File: config.mk
export PLATFORM = sky130hd
export DESIGN_NAME = arith_result_buffer
export DESIGN_NICKNAME = d
export VERILOG_FILES = /design/src/rtl/arith_result_buffer.sv
export SDC_FILE = /design/constraint.sdc
export NUM_CORES = 1
export LEC_CHECK = 0
export CAP_MARGIN = 20
export CORE_AREA = 2 2 173 192
export CTS_CLUSTER_SIZE = 10
export DETAILED_ROUTE_END_ITERATION = 8
export DIE_AREA = 0 0 175 194
export HOLD_SLACK_MARGIN = 0.15
export SETUP_SLACK_MARGIN = 0.1
export SKIP_CTS_REPAIR_TIMING = 1
export SLEW_MARGIN = 20
export SYNTH_ARGS = -nofsm -noshare
export SYNTH_HDL_FRONTEND = slang
export SYNTH_SLANG_ARGS = --single-unit
export TNS_END_PERCENT = 50
File: constraint.sdc
create_clock -name i_clk -period 5.4 [get_ports i_clk]
set_input_delay 1.62 -clock i_clk [delete_from_list [all_inputs] [get_ports i_clk]]
set_output_delay 1.62 -clock i_clk [all_outputs]
set_load 0.02 [all_outputs]
File: src/rtl/arith_result_buffer.sv
// arith_result_buffer: first-word-fall-through result FIFO behind the ALU.
// Captures every o_result/o_status pair the ALU emits and presents the head on
// a valid/ready drain port. It never stalls the producer: a push into a full
// FIFO with no pop is dropped and counted. Sticky status and overflow flags
// summarise traffic since the last i_clear.
module arith_result_buffer #(
  parameter int BITS   = 32,
  parameter int DEPTH  = 8,
  parameter int DROP_W = 8
) (
  input  logic                     i_clk,
  input  logic                     i_reset,
  input  logic                     i_valid,
  input  logic [BITS-1:0]          i_result,
  input  logic [3:0]               i_status,
  input  logic                     i_ready,
  input  logic                     i_clear,
  output logic                     o_valid,
  output logic [BITS-1:0]          o_result,
  output logic [3:0]               o_status,
  output logic [$clog2(DEPTH):0]   o_count,
  output logic                     o_full,
  output logic [3:0]               o_sticky_status,
  output logic                     o_overflow,
  output logic [DROP_W-1:0]        o_drop_cnt
);

  localparam int PW = $clog2(DEPTH);
  localparam int CW = PW + 1;
  localparam int EW = BITS + 4;
  localparam logic [CW-1:0]     DEPTH_C  = CW'(DEPTH);
  localparam logic [CW-1:0]     CNT_ONE  = CW'(1);
  localparam logic [PW-1:0]     PTR_ONE  = PW'(1);
  localparam logic [DROP_W-1:0] DROP_ONE = DROP_W'(1);

  // Storage: {status, result} per entry, no reset needed because the
  // pointers and count define which entries are meaningful.
  logic [EW-1:0]     ram_r [DEPTH];
  logic [PW-1:0]     wr_ptr_r;
  logic [PW-1:0]     rd_ptr_r;

  logic              full_s;
  logic              pop_s;
  logic              drop_s;
  logic              push_ok_s;
  logic [PW-1:0]     wr_ptr_nxt_s;
  logic [PW-1:0]     rd_ptr_nxt_s;
  logic [CW-1:0]     count_nxt_s;
  logic [EW-1:0]     head_nxt_s;
  logic [3:0]        sticky_nxt_s;
  logic              overflow_nxt_s;
  logic [DROP_W-1:0] drop_nxt_s;

  // Next-state decode for push/pop/drop, pointers, fill level, head and flags.
  always_comb begin
    full_s       = (o_count == DEPTH_C);
    pop_s        = i_ready & o_valid;
    drop_s       = i_valid & full_s & ~pop_s;
    push_ok_s    = i_valid & ~drop_s;

    if (push_ok_s) begin
      wr_ptr_nxt_s = wr_ptr_r + PTR_ONE;
    end else begin
      wr_ptr_nxt_s = wr_ptr_r;
    end

    if (pop_s) begin
      rd_ptr_nxt_s = rd_ptr_r + PTR_ONE;
    end else begin
      rd_ptr_nxt_s = rd_ptr_r;
    end

    case ({push_ok_s, pop_s})
      2'b10:   count_nxt_s = o_count + CNT_ONE;
      2'b01:   count_nxt_s = o_count - CNT_ONE;
      default: count_nxt_s = o_count;
    endcase

    // The incoming entry becomes the head when it lands exactly where the
    // read pointer will point (FIFO empty, or its only entry being popped).
    if (push_ok_s && (wr_ptr_r == rd_ptr_nxt_s)) begin
      head_nxt_s = {i_status, i_result};
    end else begin
      head_nxt_s = ram_r[rd_ptr_nxt_s];
    end

    if (i_clear) begin
      sticky_nxt_s   = push_ok_s ? i_status : 4'b0000;
      overflow_nxt_s = drop_s;
      drop_nxt_s     = drop_s ? DROP_ONE : {DROP_W{1'b0}};
    end else begin
      sticky_nxt_s   = push_ok_s ? (o_sticky_status | i_status) : o_sticky_status;
      overflow_nxt_s = o_overflow | drop_s;
      if (drop_s && !(&o_drop_cnt)) begin
        drop_nxt_s = o_drop_cnt + DROP_ONE;
      end else begin
        drop_nxt_s = o_drop_cnt;
      end
    end
  end

  // Write accepted pushes into the circular RAM.
  always_ff @(posedge i_clk) begin
    if (push_ok_s) begin
      ram_r[wr_ptr_r] <= {i_status, i_result};
    end
  end

  // Pointers, fill level, registered head outputs and status flags.
  always_ff @(posedge i_clk or posedge i_reset) begin
    if (i_reset) begin
      wr_ptr_r        <= {PW{1'b0}};
      rd_ptr_r        <= {PW{1'b0}};
      o_count         <= {CW{1'b0}};
      o_valid         <= 1'b0;
      o_full          <= 1'b0;
      o_result        <= {BITS{1'b0}};
      o_status        <= 4'b0000;
      o_sticky_status <= 4'b0000;
      o_overflow      <= 1'b0;
      o_drop_cnt      <= {DROP_W{1'b0}};
    end else begin
      wr_ptr_r        <= wr_ptr_nxt_s;
      rd_ptr_r        <= rd_ptr_nxt_s;
      o_count         <= count_nxt_s;
      o_valid         <= (count_nxt_s != {CW{1'b0}});
      o_full          <= (count_nxt_s == DEPTH_C);
      // Head holds its last value while the FIFO is empty.
      if (count_nxt_s != {CW{1'b0}}) begin
        o_result <= head_nxt_s[BITS-1:0];
        o_status <= head_nxt_s[EW-1:BITS];
      end else begin
        o_result <= o_result;
        o_status <= o_status;
      end
      o_sticky_status <= sticky_nxt_s;
      o_overflow      <= overflow_nxt_s;
      o_drop_cnt      <= drop_nxt_s;
    end
  end

endmodule
* Yosys cells after proc, flatten, opt, wreduce, memory -nomap -nowiden
Memories as Yosys holds them, arrays and structs flattened. A register that Yosys moved wholly into a read port is not among the register bits.
Index checks and enable logic that the tools add are counted.
Widths: inputs -> output; s select.
** Cells by class
- Eq/ne operators :: 4
- $mul :: 0
- Bitwise logic cells :: 8
- Mux-type cells :: 11
- Div/mod/pow operators :: 0
- Order comparisons :: 0
- Shift operators :: 0
- Reductions and logical operators :: 6
- Add/subtract/negate cells :: 5
** Operator list (number)
- $mux 8 :: 2
- $mux 4 :: 3
- $add 8x1->8 const B :: 1
- $eq 4x4->1 const B :: 2
- $pmux 4 s2 :: 1
- $reduce_and 8->1 :: 1
- $add 3x1->3 const B :: 2
- $add 4x1->4 const B :: 1
- $and 1x1->1 :: 4
- $mux 1 :: 4
- $or 4x4->4 :: 1
- $reduce_bool 2->1 :: 2
- $reduce_bool 4->1 :: 1
- $sub 4x1->4 const B :: 1
- $mux 3 :: 1
- $eq 2x1->1 const B :: 1
- $eq 2x2->1 const B :: 1
- $not 1->1 :: 2
- $logic_and 1x1->1 :: 1
- $logic_not 1->1 :: 1
- $or 1x1->1 :: 1
** Storage, ports and cells
- Memory bits (writable) :: 288
- Bits in latches :: 0
- Register bits after elaboration :: 25
- Word-level logic and storage cells :: 43
- Memories kept :: 1
- ROM bits :: 0
** Memory list
- ram_r :: depth 8, width 36, rd ports 1, clocked after memory_dff 1, wr ports 1, line 38 : logic [EW-1:0] ram_r [DEPTH];

* Longest topological paths before layout
- Word-level depth :: 8
- Gate-level depth with buffers :: 11

* Least setup slack after synthesis
OpenSTA, ideal clock, no wires.
- Kind :: input to register
- Start point :: input i_ready
- End point :: memory ram_r[0][0] (netlist name), enable pin
- Setup slack :: -0.525 ns
- Arrival time :: 5.406 ns
- Path buffers :: 0
- Required time :: 4.881 ns
- Cell stages on the path :: 4
- Cell sequence :: nand2_1 -> nand2_1 -> nand2_1 -> nor4_1
** On the way
- Cells in the longest elaborated chain, start to end :: 7
** RTL lines
- start, declared :: line 16 : input logic i_ready,
- $and 1x1->1 :: line 57 : pop_s = i_ready & o_valid;
- $not 1->1 :: line 58 : drop_s = i_valid & full_s & ~pop_s;
- $and 1x1->1 :: line 58
- $not 1->1 :: line 59 : push_ok_s = i_valid & ~drop_s;
- $and 1x1->1 :: line 59
- $mux 1 :: line 104 : if (push_ok_s) begin
- $mux 1 (not written as such) :: line 105 : ram_r[wr_ptr_r] <= {i_status, i_result};
- end, declared :: line 38
No other way between the ends.

* Worst setup path after layout
- Start point :: input i_valid
- End point :: register o_result[7], read port of ram_r
** On the way
- Cells in the longest elaborated chain, start to end :: 7
- Elaborated cells between the ends (all ways) :: 8
** RTL lines
- start, declared :: line 13 : input logic i_valid,
- $and 1x1->1 (2 in series) :: line 58
- $not 1->1 :: line 59
- $and 1x1->1 * :: line 59
- $eq 2x1->1 / $eq 2x2->1 (equally long branches) :: line 73 : case ({push_ok_s, pop_s})
- $pmux 4 s2 * :: line 73
- $reduce_bool 4->1 * :: line 129 : if (count_nxt_s != {CW{1'b0}}) begin
- end, declared :: line 19 : output logic [BITS-1:0] o_result,
Mark *: on every way between the ends. The rest lies on a longest branch, timed or not.
A chain may end at the register's enable or synchronous reset.

==> flow_metrics.tcl <==
set metrics [dict create \
    grt_overflow 0 \
    postRouteAntennaNets 0 \
    clock_latency_ns 0.53 \
    skew_ns 0.01303 \
    cts_max_path_buffers 3 \
    vias_per_cell 5.317 \
    ir_drop_v 0.0004801 \
    r2r_end "o_result[7]" \
    timing.fmax_mhz 236.4 \
    slew_viol_final 0 \
    start_util 0.4451 \
    r2r_cells 10 \
    grt_usage 0.1799 \
    startpoint "i_valid" \
    final_cell_area_um2 16940 \
    arrival_ns 4.70 \
    final_common_cell "edfxtp_1" \
    antenna_found_initial 0 \
    most-common-layout-cells "edfxtp_1 (288), mux2i_1 (148), clkdlybuf4s50_1 (95)" \
    rsz0062_at_grt "no" \
    synth_area_per_cell_um2 18.14 \
    synth_cells 786 \
    cts_sinks 349 \
    clk_pin_slew_ns 0.06 \
    core_um2 32030 \
    grt_pass1_vias 7554 \
    drtIter0Drc 543 \
    regToRegStartpoint "o_valid" \
    status "finished, final reports clean" \
    critical-path-slowest-cell "clkdlybuf4s50_1" \
    hold_viol 0 \
    placed_cells 1285 \
    cts_buffers 41 \
    worstSetupEndpoint "o_result[7]" \
    drv_cap 0 \
    final_nets 949 \
    placed_area_um2 15740 \
    ff2ff_setup_slack_ns 2.46 \
    syn_nets 833 \
    wl_per_cell_um 21.86 \
    synth_ff_type "edfxtp_1" \
    crit_path_cell_trace "clkdlybuf4s50_1 > and3b_1 > inv_1 > fa_1 > xor2_1 > nor2_1 > a21oi_1 > o221ai_4 > nor2_4 > buf_4 > a22o_1" \
    path_class "input pin to flop" \
    num_io_pins 96 \
    die-height_um 194 \
    async_flop_share 0.1748 \
    crit_path_max_fanout 16 \
    worst_pin_slew_ns 0.7988 \
    wl_um 29690 \
    ys_ff_latch 349 \
    final_cells 1358 \
    antenna_cells 0 \
    cp_top_family "buffers and inverters" \
    drcViolationCount 0 \
    port-buffer-count 95 \
    cp.required_ns 5.87 \
    powerDensity_nw_per_um2 636.7 \
    grt_max_degree 77 \
    startpoint_type "input pin" \
    endpoint_kind "flop" \
    vias 7221 \
    rows 69 \
    post-route-period-util 0.7832 \
    ys_seq_area_frac 0.7136 \
    dieArea_um2 33950 \
    syn_to_final_growth_pct 18.82 \
    cp.depth 11 \
    die_w_um 175 \
    finalSetupViolations 0 \
    drt_first_pass_iters 4 \
    drive_gt1_frac 0.1341 \
    timing.critical_path.buf_inv 3 \
    min_period_ns 4.229 \
    synth_area_um2 14260 \
    hpwlAfterDp_um 15540 \
    ys_types 45 \
    hold_path_class "flop to flop" \
    grt_pass1_wl_um 46580 \
    cts_htree_levels 2 \
    synth_enable_flop_cells 288 \
    place_congestion 0.7377 \
    p_leak_nw 6.224 \
    slew_headroom 0.4674 \
    cts_tree "built" \
    synth_warnings 0 \
    cp_slowest_stage_delay_ns 0.56 \
    cts_root_buf "clkbuf_16" \
    total_power_mw 10.79 \
    fin_tns_setup_ns 0 \
]
-- worst min-delay path by stage --
| stage | from | end | slack (ns) | cells after the start |
|---|---|---|---|---|
| final | o_sticky_status[2] | o_sticky_status[2] | 0.51 | 1 |
| after CTS | o_sticky_status[2] | o_sticky_status[2] | 0.51 | 1 |
| after floorplan | wr_ptr_r[0] | wr_ptr_r[1] | 0.56 | 3 |
| after global placement | o_result[31] | o_result[31] | 0.49 | 1 |
| after detailed placement | o_sticky_status[2] | o_sticky_status[2] | 0.50 | 1 |
| after global routing | o_result[2] | o_result[2] | 0.53 | 1 |
-- flip-flops by register name, indices dropped and copies added (netlist names) --
register         count
o_full               1
o_sticky_status      4
wr_ptr_r             3
o_count              4
o_status             4
o_result            32
ram_r              288
o_drop_cnt           8
rd_ptr_r             3
o_overflow           1
o_valid              1
-- kinds of logic after synthesis --
family                   synth area share
adder cells (fa/ha/maj)          0.005792
AND/OR/NAND/NOR                   0.02966
buffers and inverters             0.02545
multiplexers                       0.1608
flip-flops                         0.7136
AO/OA/AOI/OAI                     0.05353
XOR/XNOR                          0.01115
-- power breakdown --
group	leakage [nW]	switching (mW)	internal, mW	total (mW)
Clock	0.572	1.00	1.48	2.48
Sequential	3.35	0.268	3.49	3.76
Combinational	2.30	2.34	2.21	4.55
Total	6.22	3.61	7.17	10.8
-- worst register-to-register path, delay by kind of cell (launching register included) --
kind,cells,cell delay [ns]
AOI/OAI and AO/OA,3,0.68
xor gates and xnor gates,1,0.19
adders and majority gates,1,0.37
buffers and inverters,2,0.38
DFF,1,0.45
and+or+nand+nor,3,0.81
-- per-layer routing --
| metal | GRT usage | routed length (µm) | vias to the layer above |
|---|---|---|---|
| li1 | - | - | 3339 |
| met2 | 0.2897 | 14360 | 184 |
| met1 | 0.2546 | 13230 | 3663 |
| met3 | 0.03412 | 1635 | 35 |
| met5 | 0 | 0 | - |
| met4 | 0.04321 | 464 | 0 |
-- synth_stat cells, types with 2 or more instances --
library cell	instances	share of area
a22o_1	40	0.025
o21ai_0	2	0.00070
nand2_1	52	0.014
nand4_1	2	0.00088
a21oi_1	2	0.00070
dfrtp_1	61	0.11
inv_1	7	0.0018
mux2i_1	148	0.10
and3_1	2	0.00088
edfxtp_1	288	0.61
o22a_1	36	0.022
ha_1	5	0.0044
nor2_1	14	0.0037
buf_6	7	0.0055
buf_1	3	0.00079
mux4_2	36	0.057
nor3_1	4	0.0014
buf_2	13	0.0046
buf_8	4	0.0042
xor2_1	8	0.0049
inv_2	4	0.0011
clkbuf_1	7	0.0018
clkbuf_4	8	0.0042
nand2b_1	3	0.0013
nand3_1	4	0.0014
xnor2_1	7	0.0043
-- final cells by class --
class,count,area (µm²)
Sequential cell,349,10170
Clock inverter,2,17.52
Inverter,11,41.29
Clock buffer,71,1181
Multi-Input combinational cell,383,3810
Timing Repair Buffer,116,1184
Fill cell,2521,15090
Tap cell,426,533.0
-- metrics by stage --
step                        util  hold slack, ns  setup slack, ns
after floorplan                -          0.5590           0.2375
after CTS                 0.5289          0.5129            1.131
after global placement    0.4915          0.4877           0.6052
after detailed placement  0.4915          0.5002           0.5864
final                     0.5289          0.5084            1.171
after global routing      0.5289          0.5344           0.8743
No activity file was read; power rests on OpenSTA's default activity.
